File: config.mk
export PLATFORM = sky130hd
export DESIGN_NAME = uart_rx
export DESIGN_NICKNAME = d
export VERILOG_FILES = /design/src/rtl/uart_pkg.sv /design/src/rtl/uart_bit_timer.sv /design/src/rtl/uart_rx.sv
export SDC_FILE = /design/constraint.sdc
export NUM_CORES = 1
export LEC_CHECK = 0
export ABC_AREA = 1
export BUFFER_PORTS_ARGS = -buffer_cell sky130_fd_sc_hd__buf_2
export CAP_MARGIN = 30
export CELL_PAD_IN_SITES_DETAIL_PLACEMENT = 1
export CELL_PAD_IN_SITES_GLOBAL_PLACEMENT = 2
export CORE_MARGIN = 2
export CORE_UTILIZATION = 31
export DETAILED_ROUTE_END_ITERATION = 7
export GPL_ROUTABILITY_DRIVEN = 0
export GPL_TIMING_DRIVEN = 0
export PLACE_DENSITY_LB_ADDON = 0.1
export SYNTH_ARGS = -nofsm -noshare
export SYNTH_HDL_FRONTEND = slang
export SYNTH_SLANG_ARGS = --single-unit
export TNS_END_PERCENT = 100
File: constraint.sdc
create_clock -name clk -period 1.8 [get_ports clk]
set_clock_uncertainty 0.05 [all_clocks]
set_input_delay 0.27 -clock clk [delete_from_list [all_inputs] [get_ports clk]]
set_output_delay 0.27 -clock clk [all_outputs]
set_load 0.1 [all_outputs]
File: src/rtl/uart_pkg.sv
// Shared UART definitions: receiver state encoding, frame geometry and line levels.
// Also used by the baud-rate-capable transmitter.
package uart_pkg;

  localparam int unsigned UART_DATA_BITS = 8;
  localparam logic        UART_LINE_IDLE = 1'b1;

  typedef enum logic [2:0] {
    ST_WAIT_HIGH,
    ST_IDLE,
    ST_START,
    ST_DATA,
    ST_STOP
  } uart_state_e;

  // Offset of the first (start-bit) sample from the detect cycle.
  function automatic int unsigned uart_half(input int unsigned clks_per_bit);
    return (clks_per_bit - 1) / 2;
  endfunction

endpackage

File: src/rtl/uart_bit_timer.sv
// Free-running bit timer: strobes HALF cycles after a load, then every CLKS_PER_BIT cycles.
// The strobe for the load cycle itself (HALF = 0) is left to the caller.
module uart_bit_timer
  import uart_pkg::*;
#(
  parameter int unsigned CLKS_PER_BIT = 1
) (
  input  logic clk,
  input  logic rst,
  input  logic i_load,
  output logic o_tick_c
);

  localparam int unsigned CW   = (CLKS_PER_BIT > 1) ? $clog2(CLKS_PER_BIT) : 1;
  localparam int unsigned HALF = uart_half(CLKS_PER_BIT);
  localparam int unsigned LAST = CLKS_PER_BIT - 1;
  // Preload so the counter reaches LAST exactly HALF cycles after the load cycle.
  localparam int unsigned LOAD = (CLKS_PER_BIT - HALF) % CLKS_PER_BIT;

  logic [CW-1:0] r_cnt;

  always_ff @(posedge clk) begin
    if (rst) begin
      r_cnt <= '0;
    end else if (i_load) begin
      r_cnt <= CW'(LOAD);
    end else if (r_cnt == CW'(LAST)) begin
      r_cnt <= '0;
    end else begin
      r_cnt <= r_cnt + CW'(1);
    end
  end

  assign o_tick_c = (r_cnt == CW'(LAST));

endmodule

File: src/rtl/uart_rx.sv
// UART receiver (8N1, LSB first) with a single-entry valid/ready holding register,
// framing-error and overrun pulses.
module uart_rx
  import uart_pkg::*;
#(
  parameter int unsigned CLKS_PER_BIT = 1
) (
  input  logic                      clk,
  input  logic                      rst,
  input  logic                      miso,
  output logic [UART_DATA_BITS-1:0] data,
  output logic                      data_valid,
  input  logic                      data_ready,
  output logic                      frame_err,
  output logic                      overrun
);

  localparam int unsigned HALF = uart_half(CLKS_PER_BIT);
  localparam int unsigned BCW  = $clog2(UART_DATA_BITS);

  uart_state_e               r_state;
  logic [UART_DATA_BITS-1:0] r_shift;
  logic [BCW-1:0]            r_bit_idx;

  logic w_tick;
  logic w_start_det;
  logic w_good_stop;
  logic w_bad_stop;

  assign w_start_det = (r_state == ST_IDLE) && (miso != UART_LINE_IDLE);
  assign w_good_stop = (r_state == ST_STOP) && w_tick && (miso == UART_LINE_IDLE);
  assign w_bad_stop  = (r_state == ST_STOP) && w_tick && (miso != UART_LINE_IDLE);

  uart_bit_timer #(
    .CLKS_PER_BIT(CLKS_PER_BIT)
  ) u_bit_timer (
    .clk     (clk),
    .rst     (rst),
    .i_load  (w_start_det),
    .o_tick_c(w_tick)
  );

  // Frame sequencer; with HALF = 0 the start bit is confirmed in the detect cycle.
  always_ff @(posedge clk) begin
    if (rst) begin
      r_state   <= ST_WAIT_HIGH;
      r_shift   <= '0;
      r_bit_idx <= '0;
    end else begin
      unique case (r_state)
        ST_WAIT_HIGH: begin
          if (miso == UART_LINE_IDLE) r_state <= ST_IDLE;
        end
        ST_IDLE: begin
          if (w_start_det) begin
            r_bit_idx <= '0;
            r_state   <= (HALF == 0) ? ST_DATA : ST_START;
          end
        end
        ST_START: begin
          if (w_tick) r_state <= (miso == UART_LINE_IDLE) ? ST_IDLE : ST_DATA;
        end
        ST_DATA: begin
          if (w_tick) begin
            r_shift <= {miso, r_shift[UART_DATA_BITS-1:1]};
            if (r_bit_idx == BCW'(UART_DATA_BITS - 1)) begin
              r_state <= ST_STOP;
            end else begin
              r_bit_idx <= r_bit_idx + BCW'(1);
            end
          end
        end
        ST_STOP: begin
          if (w_tick) r_state <= (miso == UART_LINE_IDLE) ? ST_IDLE : ST_WAIT_HIGH;
        end
        default: r_state <= ST_WAIT_HIGH;
      endcase
    end
  end

  // Holding register: a consume and a new load may share one edge.
  always_ff @(posedge clk) begin
    if (rst) begin
      data       <= '0;
      data_valid <= 1'b0;
      frame_err  <= 1'b0;
      overrun    <= 1'b0;
    end else begin
      frame_err <= w_bad_stop;
      overrun   <= 1'b0;
      if (w_good_stop) begin
        if (!data_valid || data_ready) begin
          data       <= r_shift;
          data_valid <= 1'b1;
        end else begin
          overrun <= 1'b1;
        end
      end else if (data_valid && data_ready) begin
        data_valid <= 1'b0;
      end
    end
  end

endmodule

# == Word level (Yosys, flattened, before mapping) ==
# Index checks and enable logic that the tools add are counted.
# W data, S select, Z words.
# classes
n_mul,0
n_eq_ne,13
n_reduce_logical,17
n_bitwise,3
mux,17
order_cmp,0
n_div,0
n_shift,0
add_sub_neg,2
# ops
operator,count
$mux W3,9
$pmux W3 S5,1
$ne A2 B2 Y1 const B,6
$eq A3 B2 Y1 const B,2
$eq A3 B3 Y1 const B,2
$pmux W3 S2,1
$reduce_and A2 Y1,3
$reduce_and A6 Y1,1
$logic_and A1 B1 Y1,5
$mux W1,5
$ne A2 B1 Y1 const B,2
$reduce_and A4 Y1,1
$reduce_bool A2 Y1,2
$add A3 B1 Y3 const B,1
$eq A3 B1 Y1 const B,1
$logic_not A3 Y1,1
$not A1 Y1,3
$reduce_or A3 Y1,1
$mux W2,1
$reduce_or A2 Y1,1
$add A1 B1 Y1 const B,1
$logic_not A1 Y1,1
$logic_or A1 B1 Y1,1
# totals
out_inout_bits,11
mem_bits_ro,0
elab_cells,60
mem_bits_rw,0
reg_bits,26
mem_count,0
latch_bits,0

# == Logic depth before layout (Yosys ltp) ==
# depth
ltp_word,5
ltp_mapped,9
depth_no_buf,9

# == Modules after synthesis ==
# From an unflattened synthesis, not the netlist that was laid out.
# hier_totals
cells_unflattened,152
area_unflattened_um2,1112.3
# by_module_without_submodules
module,cells_per_inst,seq_area_each_um2,instances,area_per_inst_um2
uart_rx,149,500.5,1,1084.8
uart_bit_timer,3,20.0,1,27.5

# == Worst setup path after synthesis ==
# Ideal clock, no wire load.
# synth_path
kind,register -> register
startpoint,register data_valid
endpoint,register data[0]
arrival_ps,1595
path_slack_ps,88
synth_period_minus_slack_ps,1712
path_stages_with_launch,7
setup_ps,67
path_cell_list,dfxtp_1 > inv_1 > nor2_1 > nor2_4 > inv_1 > nor2_1 > nor2_1
# synth_between
elab_chain_cells,3
# synth_lines
item,line_no,source
from (decl),uart_rx.sv:12,"output logic data_valid,"
from (signal assigned),uart_rx.sv:85,data_valid <= 1'b0;
from (signal assigned),uart_rx.sv:94,data_valid <= 1'b1;
from (signal assigned),uart_rx.sv:99,data_valid <= 1'b0;
$logic_not A1 Y1,uart_rx.sv:92,if (!data_valid || data_ready) begin
$logic_or A1 B1 Y1,uart_rx.sv:92,
$reduce_and A2 Y1 (no line),--,
to (signal assigned),uart_rx.sv:93,data <= r_shift;
to (decl),uart_rx.sv:11,"output logic [UART_DATA_BITS-1:0] data,"
# Every way passes these cells.
# A chain may end at the register's enable or synchronous reset.

# == Final worst setup path ==
# layout_path
startpoint,register r_state[0]
endpoint,register data[7]
# layout_between
elab_chain_cells,4
# layout_lines
item,line_no,source
from (decl),uart_rx.sv:21,uart_state_e r_state;
from (signal assigned),uart_rx.sv:57,r_state <= (HALF == 0) ? ST_DATA : ST_START;
from (signal assigned),uart_rx.sv:61,if (w_tick) r_state <= (miso == UART_LINE_IDLE) ? ST_IDLE : ST_DATA;
from (signal assigned),uart_rx.sv:74,if (w_tick) r_state <= (miso == UART_LINE_IDLE) ? ST_IDLE : ST_WAIT_HIGH;
$eq A3 B3 Y1,uart_rx.sv:31,assign w_good_stop = (r_state == ST_STOP) && w_tick && (miso == UART_LINE_IDLE);
$logic_and A1 B1 Y1 (2 in series),uart_rx.sv:31,
$reduce_and A2 Y1 (no line),--,
# Every way passes these cells.

==> impl_metrics.yaml <==
cts:
  path_clk_slew_ps: 130
  numCtsBuffers: 3
  hold_buffers: 0
  cts_tree: "yes"
  cts_setup_buffers: 0
  cts.path.max_buffers: 2
  cts_sinks: 26
  root_buffer: "clkbuf_4"
  clock_latency_ps: 320
  htree_levels: 1
  cts-resized-gates: 0
floorplan:
  rows: 21
  die_h_microns: 63.6
  initial_utilization: 0.327
  die_width_microns: 63.6
  die-area_sq_um: 4040
  io_pins: 15
  coreArea_sq_um: 3360
pwr:
  powerDensity_nw_per_um2: 1390
  ir_drop_mv: 0.400
  p_leak_nw: 0.618
  p_total_mw: 1.74
synthesis:
  muxShareOfSynthArea: 0
  ys_types: 18
  syn-cell-area_sq_um: 1100
  synth_top_family_by_area: "simple AND/OR/NAND/NOR gates"
  syn-num-nets: 158
  ys_ff_latch: 26
  synth_compound_area_frac: 0.105
  syn_avg_cell_area_sq_um: 7.24
  yosys_warnings: 0
  ys_seq_area_frac: 0.473
  synth_xor_area_frac: 0
  synth-simple-area-share: 0.340
  synth_cells: 152
  synthAdderAreaFrac: 0.0228
grt:
  grt_usage: 0.134
  grt_pass1_wl_microns: 4320
  grt_pass1_vias: 1006
  grt_overflow_total: 0
  antenna_found_initial: 0
  grt_max_degree: 14
place:
  dp.cells: 212
  dp_slack_ps: 221
  port_buffers: 14
  placed_area_sq_um: 1230
  hpwlAfterDp_microns: 1840
routing:
  num_vias: 969
  drc: 0
  wire_per_inst_microns: 11.0
  wl_met1_microns: 1080
  drt_iter0_drc: 38
  antenna_left: 0
  firstDrtPassIters: 3
  vias_per_cell: 4.51
  wl_met3_microns: 46
  wl_met2_microns: 1180
  drt-total-wl_microns: 2360
  highest-signal-layer: "met4"
critical_path:
  crit_top_cell: "nor2_1"
  worst_setup_path_start_kind: "flop"
  cp_slowest_stage_delay_ps: 400
  arrival_ps: 1730
  critical_path_peak_fanout: 9
  critPathKind: "flop to flop"
  r2r_slack_ps: 260
  cp_cell_sequence: "nor2_1 > nand4_1 > nor2_4 > inv_1 > nor2_1 > nor2_1"
  crit_path_end_kind: "flop"
  slowest_stage: "dfxtp_1"
  cp.required_ps: 1980
timing:
  hold_ws_ps: 126
  maxSlewViolCount: 0
  period_minus_slack_ps: 1540
  max_freq_mhz: 648
  finalHoldViolCount: 0
  setup_viol: 0
  fin_ws_ps: 256
  fin_crit_sh: 0.858
  rsz0062_at_grt: "no"
  setup_tns_ps: 0
final_layout:
  nNetsFinal: 177
  area_growth_pct: 13.7
  stdcell_area_sq_um: 1250
  layout_common_cells: "nor2_1 (46), nand2_1 (26), dfxtp_1 (26), o21ai_0 (18), buf_2 (15)"
  n_fill_cell: 465
  final_util: 0.372
  num_antenna_cells: 0
  stdcell_count: 215
  layout_commonest_cell: "nor2_1"
  drive_above_1_share: 0.160
flow_run:
  cap_violations: 0
run_status:
  status: "finished, final reports clean"
min_path:
  worst_hold_path_type: "input pin to flop"
[worst paths after layout]
check,from,end,cells past startpoint
max reg2reg,r_state[0],data[7],6
min,rst,data_valid,2
min reg2reg,u_bit_timer.r_cnt,frame_err,1
max,r_state[0],data[7],6
[flip-flops by register name (all words and copies together) (netlist names)]
name	flops
r_shift	8
frame_err	1
data	8
u_bit_timer.r_cnt	1
r_state	3
overrun	1
r_bit_idx	3
data_valid	1
[cells in the mapped netlist (all sizes together)]
| cell | instances | share of area |
|---|---|---|
| dfxtp | 26 | 0.47 |
| nor2 | 49 | 0.19 |
| nand4 | 2 | 0.011 |
| clkbuf | 1 | 0.0034 |
| nand3 | 4 | 0.032 |
| nor4 | 1 | 0.0057 |
| buf | 1 | 0.0045 |
| inv | 14 | 0.048 |
| nand2 | 27 | 0.099 |
| ha | 2 | 0.023 |
| a21oi | 5 | 0.023 |
| conb | 1 | 0.0034 |
| o21ai | 18 | 0.082 |
| nor3 | 1 | 0.0045 |
[per-layer routing]
metal,vias up,GRT usage
li1,512,-
met1,444,0.158
met2,8,0.236
met3,5,0.0179
met4,0,0.0652
met5,-,0
[worst max-delay path: cells and delay by family (launching register included)]
kind,cells,cell delay [ps]
flops,1,400
simple gates,5,830
buf+inv,1,180
[logic make-up after synthesis]
kind of cell / Yosys count
AND/OR/NAND/NOR: 84
flip-flops: 26
AO/OA/AOI/OAI: 23
buffers and inverters: 16
adder cells (fa/ha/maj): 2
other: 1
[where the power goes]
group / leakage, nW / internal [mW] / switching [mW] / total (mW)
sequential: 0.211 / 0.673 / 0.0875 / 0.760
combinational: 0.392 / 0.220 / 0.518 / 0.738
clock: 0.0138 / 0.0785 / 0.165 / 0.244
total: 0.618 / 0.972 / 0.771 / 1.74
[final cells by class]
| cell class | instances | area, sq um | share of cell area |
|---|---|---|---|
| buffer | 2 | 8.76 | 0.00701 |
| clock buffer | 3 | 22.5 | 0.0180 |
| timing repair buffer | 14 | 70.1 | 0.0561 |
| multi-input combinational | 110 | 518 | 0.414 |
| sequential | 26 | 520 | 0.416 |
| tap | 46 | 57.6 | 0.0460 |
| inverter | 14 | 52.6 | 0.0420 |
Note: power is estimated with default switching activity, not from simulation.
